### config.mk
export PLATFORM = sky130hd
export DESIGN_NAME = vga_sync_gen
export DESIGN_NICKNAME = d
export VERILOG_FILES = /design/src/rtl/tetris_vga_pkg.sv /design/src/rtl/sync_delay_line.sv /design/src/rtl/vga_sync_gen.sv
export SDC_FILE = /design/constraint.sdc
export NUM_CORES = 1
export LEC_CHECK = 0
export ABC_CLOCK_PERIOD_IN_PS = 3010
export CORE_MARGIN = 1.5
export CORE_UTILIZATION = 40
export CTS_CLUSTER_SIZE = 28
export DETAILED_ROUTE_END_ITERATION = 16
export PLACE_DENSITY = 0.67
export SYNTH_ARGS = -nofsm -noshare
export SYNTH_HDL_FRONTEND = slang
export SYNTH_SLANG_ARGS = --single-unit
### constraint.sdc
create_clock -name clk -period 3.01 [get_ports clk]
set_input_delay 0.4515 -clock clk [delete_from_list [all_inputs] [get_ports clk]]
set_output_delay 0.4515 -clock clk [all_outputs]
set_load 0.02 [all_outputs]
### src/rtl/tetris_vga_pkg.sv
// -----------------------------------------------------------------------------
// tetris_vga_pkg
// Shared VGA definitions for the Tetris display path:
//   - default 640x480@60 Hz timing constants (active, porches, sync, totals)
//   - row / column typedefs used between the sync generator and colour logic
//   - screen-region constants used by the colour logic
//   - small helper for half-open range tests on counters
// No ports (package).
// -----------------------------------------------------------------------------
package tetris_vga_pkg;

    typedef logic [8:0] vga_row_t;
    typedef logic [9:0] vga_col_t;

    // Default horizontal timing (pixels)
    localparam logic [9:0] DEF_H_ACTIVE = 10'd640;
    localparam logic [9:0] DEF_H_FP     = 10'd16;
    localparam logic [9:0] DEF_H_SYNC   = 10'd96;
    localparam logic [9:0] DEF_H_BP     = 10'd48;
    localparam logic [9:0] DEF_H_TOTAL  = 10'd800;

    // Default vertical timing (lines)
    localparam logic [9:0] DEF_V_ACTIVE = 10'd480;
    localparam logic [9:0] DEF_V_FP     = 10'd10;
    localparam logic [9:0] DEF_V_SYNC   = 10'd2;
    localparam logic [9:0] DEF_V_BP     = 10'd33;
    localparam logic [9:0] DEF_V_TOTAL  = 10'd525;

    // Idle {blank_n, hsync, vsync}: blanked, both syncs released
    localparam logic [2:0] SYNC_IDLE = 3'b011;

    // Screen regions drawn by the colour logic
    localparam vga_col_t PF_X0   = 10'd220;
    localparam vga_col_t PF_X1   = 10'd420;
    localparam vga_row_t PF_Y0   = 9'd40;
    localparam vga_row_t PF_Y1   = 9'd440;
    localparam vga_col_t NEXT_X0 = 10'd460;
    localparam vga_row_t NEXT_Y0 = 9'd60;
    localparam logic [4:0] CELL_PX = 5'd20;

    // True when lo <= v < hi
    function automatic logic in_range(input logic [9:0] v,
                                      input logic [9:0] lo,
                                      input logic [9:0] hi);
        return (v >= lo) && (v < hi);
    endfunction

endpackage

### src/rtl/sync_delay_line.sv
// -----------------------------------------------------------------------------
// sync_delay_line
// Depth-DEPTH, 3-bit shift register advancing only when i_en is high. Used to
// line up {blank_n, hsync, vsync} with the pixel data read from board RAM.
// DEPTH = 0 is a straight pass-through.
// Ports:
//   i_clk    clock
//   i_rst_n  asynchronous active-low reset, loads RST_VAL into every stage
//   i_en     shift enable (pixel tick)
//   i_d      triple entering the line
//   o_q      triple leaving the line
// -----------------------------------------------------------------------------
module sync_delay_line #(
    parameter int unsigned DEPTH   = 1,
    parameter logic [2:0]  RST_VAL = 3'b011
) (
    input  logic       i_clk,
    input  logic       i_rst_n,
    input  logic       i_en,
    input  logic [2:0] i_d,
    output logic [2:0] o_q
);

    generate
        if (DEPTH == 0) begin : g_bypass
            logic w_unused_ok;
            assign w_unused_ok = ^{i_clk, i_rst_n, i_en};
            assign o_q = i_d;
        end else begin : g_pipe
            logic [2:0] r_stage [DEPTH];

            // Shift chain: stage 0 takes the input, later stages take their predecessor
            always_ff @(posedge i_clk or negedge i_rst_n) begin
                if (!i_rst_n) begin
                    for (int i = 0; i < DEPTH; i++) begin
                        r_stage[i] <= RST_VAL;
                    end
                end else if (i_en) begin
                    r_stage[0] <= i_d;
                    for (int i = 1; i < DEPTH; i++) begin
                        r_stage[i] <= r_stage[i-1];
                    end
                end
            end

            assign o_q = r_stage[DEPTH-1];
        end
    endgenerate

endmodule

### src/rtl/vga_sync_gen.sv
// -----------------------------------------------------------------------------
// vga_sync_gen
// 640x480@60 Hz VGA raster timing generator with a once-per-frame tick.
// Build option: define VGA_PIXEL_DIV2_EN when clk is 50 MHz; pix_en then
// toggles every clock. Left undefined, clk is the 25 MHz pixel clock and
// pix_en is held high.
// Ports:
//   clk         clock (25 MHz, or 50 MHz with VGA_PIXEL_DIV2_EN)
//   rst         asynchronous active-low reset
//   pix_en      pixel tick, counters advance only when high
//   column      horizontal count 0..H_TOTAL-1
//   row         low 9 bits of vertical count
//   blank_n     high inside the visible area (delayed by PIPE_DELAY ticks)
//   hsync       active-low horizontal sync (delayed)
//   vsync       active-low vertical sync (delayed)
//   frame_tick  one-clock pulse as the raster enters line V_ACTIVE, column 0
// -----------------------------------------------------------------------------
module vga_sync_gen
    import tetris_vga_pkg::*;
#(
    parameter logic [9:0]  H_ACTIVE   = DEF_H_ACTIVE,
    parameter logic [9:0]  H_FP       = DEF_H_FP,
    parameter logic [9:0]  H_SYNC     = DEF_H_SYNC,
    parameter logic [9:0]  H_BP       = DEF_H_BP,
    parameter logic [9:0]  V_ACTIVE   = DEF_V_ACTIVE,
    parameter logic [9:0]  V_FP       = DEF_V_FP,
    parameter logic [9:0]  V_SYNC     = DEF_V_SYNC,
    parameter logic [9:0]  V_BP       = DEF_V_BP,
    parameter int unsigned PIPE_DELAY = 1
) (
    input  logic       clk,
    input  logic       rst,
    output logic       pix_en,
    output logic [9:0] column,
    output logic [8:0] row,
    output logic       blank_n,
    output logic       hsync,
    output logic       vsync,
    output logic       frame_tick
);

    localparam logic [9:0] H_TOTAL  = H_ACTIVE + H_FP + H_SYNC + H_BP;
    localparam logic [9:0] V_TOTAL  = V_ACTIVE + V_FP + V_SYNC + V_BP;
    localparam logic [9:0] HS_START = H_ACTIVE + H_FP;
    localparam logic [9:0] HS_END   = H_ACTIVE + H_FP + H_SYNC;
    localparam logic [9:0] VS_START = V_ACTIVE + V_FP;
    localparam logic [9:0] VS_END   = V_ACTIVE + V_FP + V_SYNC;

    // Full-width sums catch totals that would silently wrap in 10 bits
    localparam int unsigned H_SUM = 32'(H_ACTIVE) + 32'(H_FP) + 32'(H_SYNC) + 32'(H_BP);
    localparam int unsigned V_SUM = 32'(V_ACTIVE) + 32'(V_FP) + 32'(V_SYNC) + 32'(V_BP);

    if ((H_SUM > 32'd1023) || (V_SUM > 32'd1023)) begin : g_bad_totals
        $error("vga_sync_gen: H_TOTAL and V_TOTAL must not exceed 1023");
    end
    if (PIPE_DELAY > 32'd3) begin : g_bad_delay
        $error("vga_sync_gen: PIPE_DELAY must be 0..3");
    end

    logic       r_pix_en;
    logic [9:0] r_hcount;
    logic [9:0] r_vcount;
    logic [2:0] r_raw;
    logic       r_frame_tick;

    logic [9:0] w_h_nxt;
    logic [9:0] w_v_nxt;
    logic [2:0] w_raw_nxt;
    logic       w_frame_nxt;
    logic [2:0] w_dly_q;

    // Pixel tick generation
    always_ff @(posedge clk or negedge rst) begin
        if (!rst) begin
            r_pix_en <= 1'b0;
        end else begin
`ifdef VGA_PIXEL_DIV2_EN
            r_pix_en <= ~r_pix_en;
`else
            r_pix_en <= 1'b1;
`endif
        end
    end

    // Next raster position, raw triple and frame-tick decode
    always_comb begin
        w_h_nxt = r_hcount;
        w_v_nxt = r_vcount;
        if (r_pix_en) begin
            if (r_hcount == H_TOTAL - 10'd1) begin
                w_h_nxt = 10'd0;
                if (r_vcount == V_TOTAL - 10'd1) begin
                    w_v_nxt = 10'd0;
                end else begin
                    w_v_nxt = r_vcount + 10'd1;
                end
            end else begin
                w_h_nxt = r_hcount + 10'd1;
            end
        end else begin
            w_h_nxt = r_hcount;
        end
        // The raw triple is decoded from the position the counters are
        // about to hold, so r_raw lines up with column/row at zero delay.
        w_raw_nxt = {(w_h_nxt < H_ACTIVE) && (w_v_nxt < V_ACTIVE),
                     ~in_range(w_h_nxt, HS_START, HS_END),
                     ~in_range(w_v_nxt, VS_START, VS_END)};
        w_frame_nxt = r_pix_en && (r_hcount == H_TOTAL - 10'd1)
                               && (r_vcount == V_ACTIVE - 10'd1);
    end

    // Raster counters, aligned raw triple and frame tick
    always_ff @(posedge clk or negedge rst) begin
        if (!rst) begin
            r_hcount     <= 10'd0;
            r_vcount     <= 10'd0;
            r_raw        <= SYNC_IDLE;
            r_frame_tick <= 1'b0;
        end else begin
            r_hcount     <= w_h_nxt;
            r_vcount     <= w_v_nxt;
            r_raw        <= w_raw_nxt;
            r_frame_tick <= w_frame_nxt;
        end
    end

    sync_delay_line #(
        .DEPTH   (PIPE_DELAY),
        .RST_VAL (SYNC_IDLE)
    ) u_delay (
        .i_clk   (clk),
        .i_rst_n (rst),
        .i_en    (r_pix_en),
        .i_d     (r_raw),
        .o_q     (w_dly_q)
    );

    assign pix_en                   = r_pix_en;
    assign column                   = r_hcount;
    assign row                      = r_vcount[8:0];
    assign {blank_n, hsync, vsync}  = w_dly_q;
    assign frame_tick               = r_frame_tick;

endmodule

; Word level (Yosys, flattened, before mapping)
; Index checks and enable logic that the tools add are counted.
; W data, S select, Z words.
[totals]
elab_cells = 29
ff_bits = 28
input_bits = 2
out_inout_bits = 24
[op_classes]
addsub = 2
eq_ne = 3
n_reduce_logical = 5
bitwise_logic = 2
n_mux = 5
magnitude_cmp = 6
[ops]
columns = operator, n
row1 = $mux W10, 5
row2 = $add A10 B1 Y10 const B, 2
row3 = $eq A10 B10 Y1 const B, 2
row4 = $lt A10 B10 Y1 const B, 2
row5 = $lt A10 B9 Y1 const B, 2
row6 = $eq A10 B9 Y1 const B, 1
row7 = $ge A10 B10 Y1 const B, 1
row8 = $ge A10 B9 Y1 const B, 1
row9 = $logic_and A1 B1 Y1, 5
row10 = $not A1 Y1, 2

; Depth between registers and ports, before layout
[logic_depth]
word_depth = 7
ltp_mapped = 8

; By module
; A second synthesis with hierarchy kept.
[hier_totals]
cells_unflattened = 159
hier_area_um2 = 1539.0
[by_module_without_submodules]
columns = mod, area_each_um2, cells_per_inst, n_inst
row1 = vga_sync_gen, 1427.6, 153, 1
row2 = sync_delay_line, 111.4, 6, 1

; Worst setup path after synthesis
; Ideal clock, no wire load.
[synth_timing]
kind = register to register
from = reg r_hcount[0], in the netlist column[0]
to = reg r_raw[0]
path_slack_ns = 0.340
arrival_time_ns = 2.576
stages_incl_launch_ff = 8
required_time_ns = 2.916
n_path_buf = 1
setup_time_ns = 0.094
path_cell_list = dfrtp_1 > ha_1 > nand4_1 > or4_4 > buf_6 > or4_4 > a22oi_1 > or4b_1
[synth_via]
elab_chain_cells = 6
elab_cells_between_ends = 7
classes_between = order compare (2) / eq/ne (1) / mux (2) / bitwise (1) / reduce/logical (1)
[synth_lines]
columns = item, line
row1 = "start, declared", vga_sync_gen.sv:61  ; logic [9:0] r_hcount;
row2 = "start signal, assigned", vga_sync_gen.sv:120  ; r_hcount <= w_h_nxt;
row3 = $eq A10 B10 Y1 *, vga_sync_gen.sv:90  ; if (r_hcount == H_TOTAL - 10'd1) begin
row4 = $mux W10 *, vga_sync_gen.sv:90
row5 = $mux W10 *, vga_sync_gen.sv:89  ; if (r_pix_en) begin
row6 = $ge A10 B9 Y1 / $lt A10 B9 Y1 (equally long branches), tetris_vga_pkg.sv:45  ; return (v >= lo) && (v < hi);
row7 = $logic_and A1 B1 Y1 *, tetris_vga_pkg.sv:45
row8 = $not A1 Y1 *, vga_sync_gen.sv:107  ; ~in_range(w_v_nxt, VS_START, VS_END)};
row9 = named net w_raw_nxt[0], vga_sync_gen.sv:68  ; logic [2:0] w_raw_nxt;
row10 = "end signal, assigned", vga_sync_gen.sv:122  ; r_raw <= w_raw_nxt;
row11 = "end, declared", vga_sync_gen.sv:63  ; logic [2:0] r_raw;
; Mark *: on every way through the listed nets, which the timed path passes. The rest lies on a longest branch.
; A chain may end at the register's enable or synchronous reset.

; Final worst setup path
; Same ends and word-level chain as after synthesis.

==> flow_summary_export.csv <==
group,metric,value,unit
die,dieArea,4261,um2
synth,syn-instance-count,156,
timing,rsz0062_at_grt,"false",
timing,slew-limit-headroom,51.55,%
power_and_ir_drop,share_seq_of_total_power,49.9,%
power_and_ir_drop,total_switching_power,309.5,uW
global_routing,grt_start_max_net_pins,29,
timing,final.min_clock_period,2730,ps
placed_design,dpl_worst_slack,312.9,ps
placed_design,place.gp.congestion,0.8167,
synth,synthesis.area_per_instance,9.945,um2
timing,slew_viol_final,0,
route,drt-total-wl,3.223,mm
layout,layout_commonest_cell,"sky130_fd_sc_hd__clkdlybuf4s50_1",
power_and_ir_drop,power_frac_clock,23.7,%
timing,final_hold_violation_count,0,
power_and_ir_drop,report.power.total,967.0,uW
layout,multiInputGateArea,735.7,um2
clock_tree,clockRootBuffer,"sky130_fd_sc_hd__clkbuf_8",
power_and_ir_drop,ir_worst_vdd,0.0003917,V
global_routing,grt_pass1_wl,5.457,mm
setup_path,crit_fanout,10,
setup_path,critical_path.reg2reg.endpoint,"r_raw[0]",
layout,layout.area.seq,705.7,um2
setup_path,required,3200,ps
layout,drive_gt1_share,12.72,%
outcome,run_status,"finished, final reports clean",
clock_tree,cts_max_path_buffers,2,
timing,final.period_utilization,90.68,%
power_and_ir_drop,power_leakage,0.0007100,uW
timing,fmax,0.3664,GHz
route,vias_per_cell,5.484,
global_routing,grt_use_total,16.23,%
die,num_io_pins,26,
timing,fin_hold_ws,482.5,ps
clock_tree,post_cts_resized,0,
hold_path,min_delay_path_depth,1,
clock_tree,h-tree-depth,1,
placed_design,number_of_buffers_inserted_by_port_buffering,25,
route,wl_per_cell,14.58,um
timing,setup_violations,0,
power_and_ir_drop,internal_power,657.6,uW
setup_path,category_of_the_worst_setup_path_capture_point,"register",
synth,synth.yosys.seq_area_share,45.48,%
synth,synth_warnings,0,
setup_path,reg2reg_depth,6,
clock_tree,clkTransAtPathRegs,90,ps
clock_tree,cts_post_setup_buffers_inserted,0,
layout,most_frequent_cells_in_the_layout,"sky130_fd_sc_hd__clkdlybuf4s50_1, sky130_fd_sc_hd__dfrtp_1, sky130_fd_sc_hd__nand2_1",
route,route.antenna.remaining_nets,0,
power_and_ir_drop,p_sw_share,32.00,%
power_and_ir_drop,power_frac_comb,26.4,%
synth,postSynthNetCount,161,
layout,insertedDiodeCount,0,
setup_path,r2r_slack,280,ps
synth,ys_seq_elements,28,
placed_design,number_of_placed_instances_taps_included,217,
global_routing,antenna_found_initial,0,
layout,fillerInstances,354,
global_routing,grt_overflow_total,0,
hold_path,end_point_of_the_worst_hold_path,"u_delay.o_q[2]",
hold_path,holdCritStartpoint,"r_raw[2]",
die,die_h,65.28,um
clock_tree,cts_hold_buf,0,
layout,final_cells,221,
setup_path,r2r-start,"column[0]",
global_routing,vias_in_the_first_global_route,1179,
layout,count_of_nets_after_finishing,179,
die,initial_utilization,42.06,%
power_and_ir_drop,power.density,523.3,nW/um2
timing,setup_ws,280.4,ps
die,core_area,3689,um2
timing,tightestPinTransition,720.8,ps
route,dr_total_vias,1212,
clock_tree,cts_buffers,3,
die,placement_rows,22,
run,max_cap_violations,0,
route,first_iter_violations,59,
timing,skew,3.098,ps
setup_path,critical_path_class,"reg -> reg",
clock_tree,worstSkewPairLatency,270,ps
hold_path,min_path_type,"reg -> reg",
synth,synth.distinct_cells,42,
layout,syn2layout_area_growth,19.11,%
clock_tree,tritoncts_clock_tree,"built",
setup_path,timing.critical_path.arrival,2920,ps
route,drc,0,
placed_design,place.detailed.hpwl,2.276,mm
route,number_of_detailed_route_iterations_in_the_first_pass,4,
timing,timing.setup.tns,0,ps
die,floorplan.die.width,65.28,um
clock_tree,clock_sink_total,28,
setup_path,start_kind,"register",
synth,synth_area,1551,um2
[sequential cells by signal, summed over array words and instances, names as in the netlist]
register and cells:
r_raw 3, pix_en 1, u_delay.o_q 3, column 10, frame_tick 1, r_vcount 10
[critical path, stage by stage, from the launching register on]
cell and delay (ps):
sky130_fd_sc_hd__dfrtp_1 430, sky130_fd_sc_hd__ha_1 260, sky130_fd_sc_hd__nand4_1 170, sky130_fd_sc_hd__or4_4 530, sky130_fd_sc_hd__or4_4 540, sky130_fd_sc_hd__a22oi_1 240, sky130_fd_sc_hd__or4b_1 480
[synth_stat cells]
cell type / instances / area, um2
sky130_fd_sc_hd__nor2_1: 7 / 26.28
sky130_fd_sc_hd__and4_1: 2 / 17.52
sky130_fd_sc_hd__or3_1: 5 / 31.28
sky130_fd_sc_hd__a211oi_1: 2 / 15.01
sky130_fd_sc_hd__dfrtp_1: 24 / 600.6
sky130_fd_sc_hd__or4b_1: 1 / 10.01
sky130_fd_sc_hd__nand4_1: 6 / 37.54
sky130_fd_sc_hd__or2_2: 2 / 12.51
sky130_fd_sc_hd__nor4_1: 4 / 25.02
sky130_fd_sc_hd__nor3_1: 7 / 35.03
sky130_fd_sc_hd__a22oi_1: 1 / 7.510
sky130_fd_sc_hd__nor4bb_1: 1 / 10.01
sky130_fd_sc_hd__conb_1: 1 / 3.750
sky130_fd_sc_hd__nand4b_1: 1 / 8.760
sky130_fd_sc_hd__xor2_1: 3 / 26.28
sky130_fd_sc_hd__o21ai_0: 7 / 35.03
sky130_fd_sc_hd__buf_6: 1 / 11.26
sky130_fd_sc_hd__nand2_1: 13 / 48.80
sky130_fd_sc_hd__ha_1: 3 / 37.54
sky130_fd_sc_hd__inv_1: 5 / 18.77
sky130_fd_sc_hd__nand3_1: 6 / 30.03
sky130_fd_sc_hd__nand2b_1: 1 / 6.260
sky130_fd_sc_hd__or4_4: 2 / 22.52
sky130_fd_sc_hd__a21o_1: 3 / 22.52
sky130_fd_sc_hd__a2111oi_0: 1 / 8.760
sky130_fd_sc_hd__xnor2_1: 5 / 43.79
sky130_fd_sc_hd__mux2i_1: 1 / 10.01
sky130_fd_sc_hd__mux2_2: 5 / 56.30
sky130_fd_sc_hd__o31ai_1: 3 / 22.52
sky130_fd_sc_hd__and3_1: 1 / 6.260
sky130_fd_sc_hd__dfstp_2: 4 / 105.1
sky130_fd_sc_hd__nand4bb_4: 1 / 27.53
sky130_fd_sc_hd__buf_4: 9 / 67.56
sky130_fd_sc_hd__and2_1: 1 / 6.260
sky130_fd_sc_hd__clkbuf_1: 5 / 18.77
sky130_fd_sc_hd__a21oi_1: 5 / 25.02
sky130_fd_sc_hd__o2bb2ai_1: 1 / 8.760
sky130_fd_sc_hd__nor3b_1: 1 / 7.510
sky130_fd_sc_hd__o211ai_1: 1 / 7.510
sky130_fd_sc_hd__nor4b_1: 1 / 8.760
sky130_fd_sc_hd__nor2b_1: 1 / 6.260
sky130_fd_sc_hd__o21a_1: 2 / 15.01
[metrics by stage]
step           cell area, um2  utilization, %
3_5_place_dp             1793           48.61
6_report                 1848           50.10
4_1_cts                  1848           50.10
2_1_floorplan            1551               -
3_3_place_gp             1793           48.61
5_1_grt                  1848           50.10
[cells by family (layout without fill, tap and decap cells)]
kind of cell	after synthesis	in the layout	synth area share, %
simple gates	64	64	24.76
flops	28	28	45.48
compound gates	26	26	10.81
buf+inv	20	37	7.500
xor+xnor	8	8	4.516
mux	6	6	4.274
fa+ha+maj	3	3	2.420
other cells	1	1	0.2417
[final cells by class]
type,instances,area share (%)
well taps,48,3.250
repair buffers,28,14.76
inverters,5,1.016
flip-flops and latches,28,38.19
multi-input cells,108,39.81
clock buffers,4,2.979
[per-layer routing]
metal,global-route usage (%),vias up,wire length [um]
met2,26.15,34,1567
met3,2.055,2,132
met4,5.469,0,18
met1,22.63,589,1504
met5,0,-,0
li1,-,587,-
[worst max-delay path by stage]
stage	startpoint	end	depth (start not counted)
after floorplan	column[0]	r_raw[0]	7
after global placement	column[0]	r_raw[0]	6
after detailed placement	column[0]	r_raw[0]	6
after CTS	column[0]	r_raw[0]	6
after global routing	column[0]	r_raw[0]	6
final	column[0]	r_raw[0]	6
[power groups by stage]
stage / sequential, uW / clock [uW] / combinational (uW)
floorplan: 526 / 0 / 94.4
global placement: 482 / 0 / 255
detailed placement: 489 / 0 / 257
CTS: 481 / 243 / 259
global route: 490 / 260 / 278
finish: 482 / 229 / 255
(Power assumes the default switching activity.)
==> patch: new RTL, same flow settings <==
The output `frame_tick` loses its register stage (`r_frame_tick` becomes a continuous assignment).
--- a/src/rtl/vga_sync_gen.sv
+++ b/src/rtl/vga_sync_gen.sv
@@ -117,3 +117,2 @@
             r_raw        <= SYNC_IDLE;
-            r_frame_tick <= 1'b0;
         end else begin
@@ -122,5 +121,6 @@
             r_raw        <= w_raw_nxt;
-            r_frame_tick <= w_frame_nxt;
         end
     end
+
+    assign r_frame_tick = w_frame_nxt;
 
Check against the original RTL: no difference found for any inputs over 10 cycles, from zero or initial values and one cycle with rst low; that may be too few to reach the edited logic, so the function may still have changed.
==> patch against the original RTL <==
Area after synthesis decreased by 1.6%; wire length decreased by 0.93%; worst setup slack improved by 0.044 ns; sequential cell count decreased by 1; final area decreased by 1.7%; fmax increased by 1.6%; count of clock-buffer cells in the layout decreased by 1; clock skew increased by 0.0016 ns; total power decreased by 3.3%; critical endpoint unchanged; highest routed layer unchanged.
==> patch: results (changes against the original RTL) <==
* Status: complete, no violations
* Net switching power at 0.0003143 W (+1.5%)
* Number of fill cells at 349 (-1.4%)
* Post-Synthesis Cells at 155 (-0.64%)
* Routed wl met3 at 113 um (-14%)
* Tcrit/Tclk final at 89.23% (-1.5 points)
* Lkg Pwr at 0.7115 nW (+0.21%)
* Met1 Use GR at 22.47% (-0.16 points)
* Met2 Use GR at 24.74% (-1.4 points)
* Sequential area share after synthesis at 44.59% (-0.89 points)
* Ys Warns at 0 (unchanged)
* Worst clock skew at 0.004700 ns (+0.001601 ns)
* Via Count at 1216 (+0.33%)
* Slowest cell on the critical path: or4_4
* GPL Wtd Cong at 0.8717 (+6.7%)
* Hpwl dp at 2.319 mm (+1.9%)
* Via density per instance at 5.527 (+0.79%)
* CTS buffer count at 3 (unchanged)
* Share of layout cells above drive strength 1 at 12.79% (+0.074 points)
* Iter 0 DRT Violations at 61 (+3.4%)
* Area of the die at 4196 um2 (-1.5%)
* Placed cells at 216 (-0.46%)
* Largest net degree at the start of global routing at 28 (-3.4%)
* Dominant synthesized flop cell: dfrtp_1
* Number of global-route vias before repair at 1143 (-3.1%)
* Post-synthesis xor/xnor area fraction at 4.590% (+0.074 points)
* Synth area leaders: dfrtp_1 38%, dfstp_2 6.9%, buf_4 4.4%
* Post-synthesis mux area share at 4.344% (+0.070 points)
* Fin nets at 178 (-0.56%)
* Synth Area in Compound Gates at 10.98% (+0.18 points)
* Flop-to-flop setup slack at 0.32 ns (+0.04 ns)
* WP data arrival at 2.89 ns (-0.03 ns)
* VDD IR-drop max at 0.4387 mV (+12%)
* Synth top cells by count: 23 x dfrtp_1, 13 x nand2_1, 9 x buf_4
* Adder-cell share of the synthesized area at 2.459% (+0.040 points)
* Worst slack, placed at 0.3416 ns (+0.02869 ns)
* Met1 Wirelength at 1.492 mm (-0.80%)
* GRT Resource Usage Total at 16.60% (+0.37 points)
* Clock share of power at 22.4% (-1.3 points)
* GR Layer Usage met3 at 2.604% (+0.55 points)
* Post-Place Cell Area at 1768 um2 (-1.4%)
* WL met2 at 1.476 mm (-5.8%)
* Global-route wire length before repair at 5.319 mm (-2.5%)
* WL final at 3.193 mm (-0.93%)
* Clk_lat worst skew at between 0.2 and 0.3 ns
* Sw frac at 33.62% (+1.6 points)
## patch: cell count changes in the layout (fill, tap and decap cells not counted)
cell             unedited run  this run
clkbuf_8                    4         3
clkdlybuf4s50_1            25        24
clkinv_2                    0         1
dfrtp_1                    24        23
dlymetal6s2s_1              0         1
## patch: worst min path at each step
stage          depth (start not counted)        endpoint      from  slack, ns
2_1_floorplan                          0       column[0]       rst       0.16
3_3_place_gp                           1  u_delay.o_q[2]  r_raw[2]       0.46
3_5_place_dp                           1  u_delay.o_q[2]  r_raw[2]       0.47
4_1_cts                                1  u_delay.o_q[2]  r_raw[2]       0.49
5_1_grt                                1  u_delay.o_q[2]  r_raw[2]       0.52
6_report                               1  u_delay.o_q[2]  r_raw[2]       0.49
## patch: final cells by class
cell class,count,area [um2],share of cell area [%]
flip-flops and latches,27,680.7,37.47
multi-input cells,108,735.7,40.50
clock buffers,3,41.29,2.273
repair buffers,28,275.3,15.15
clock inverters,1,5.005,0.2755
well taps,48,60.06,3.306
inverters,5,18.77,1.033
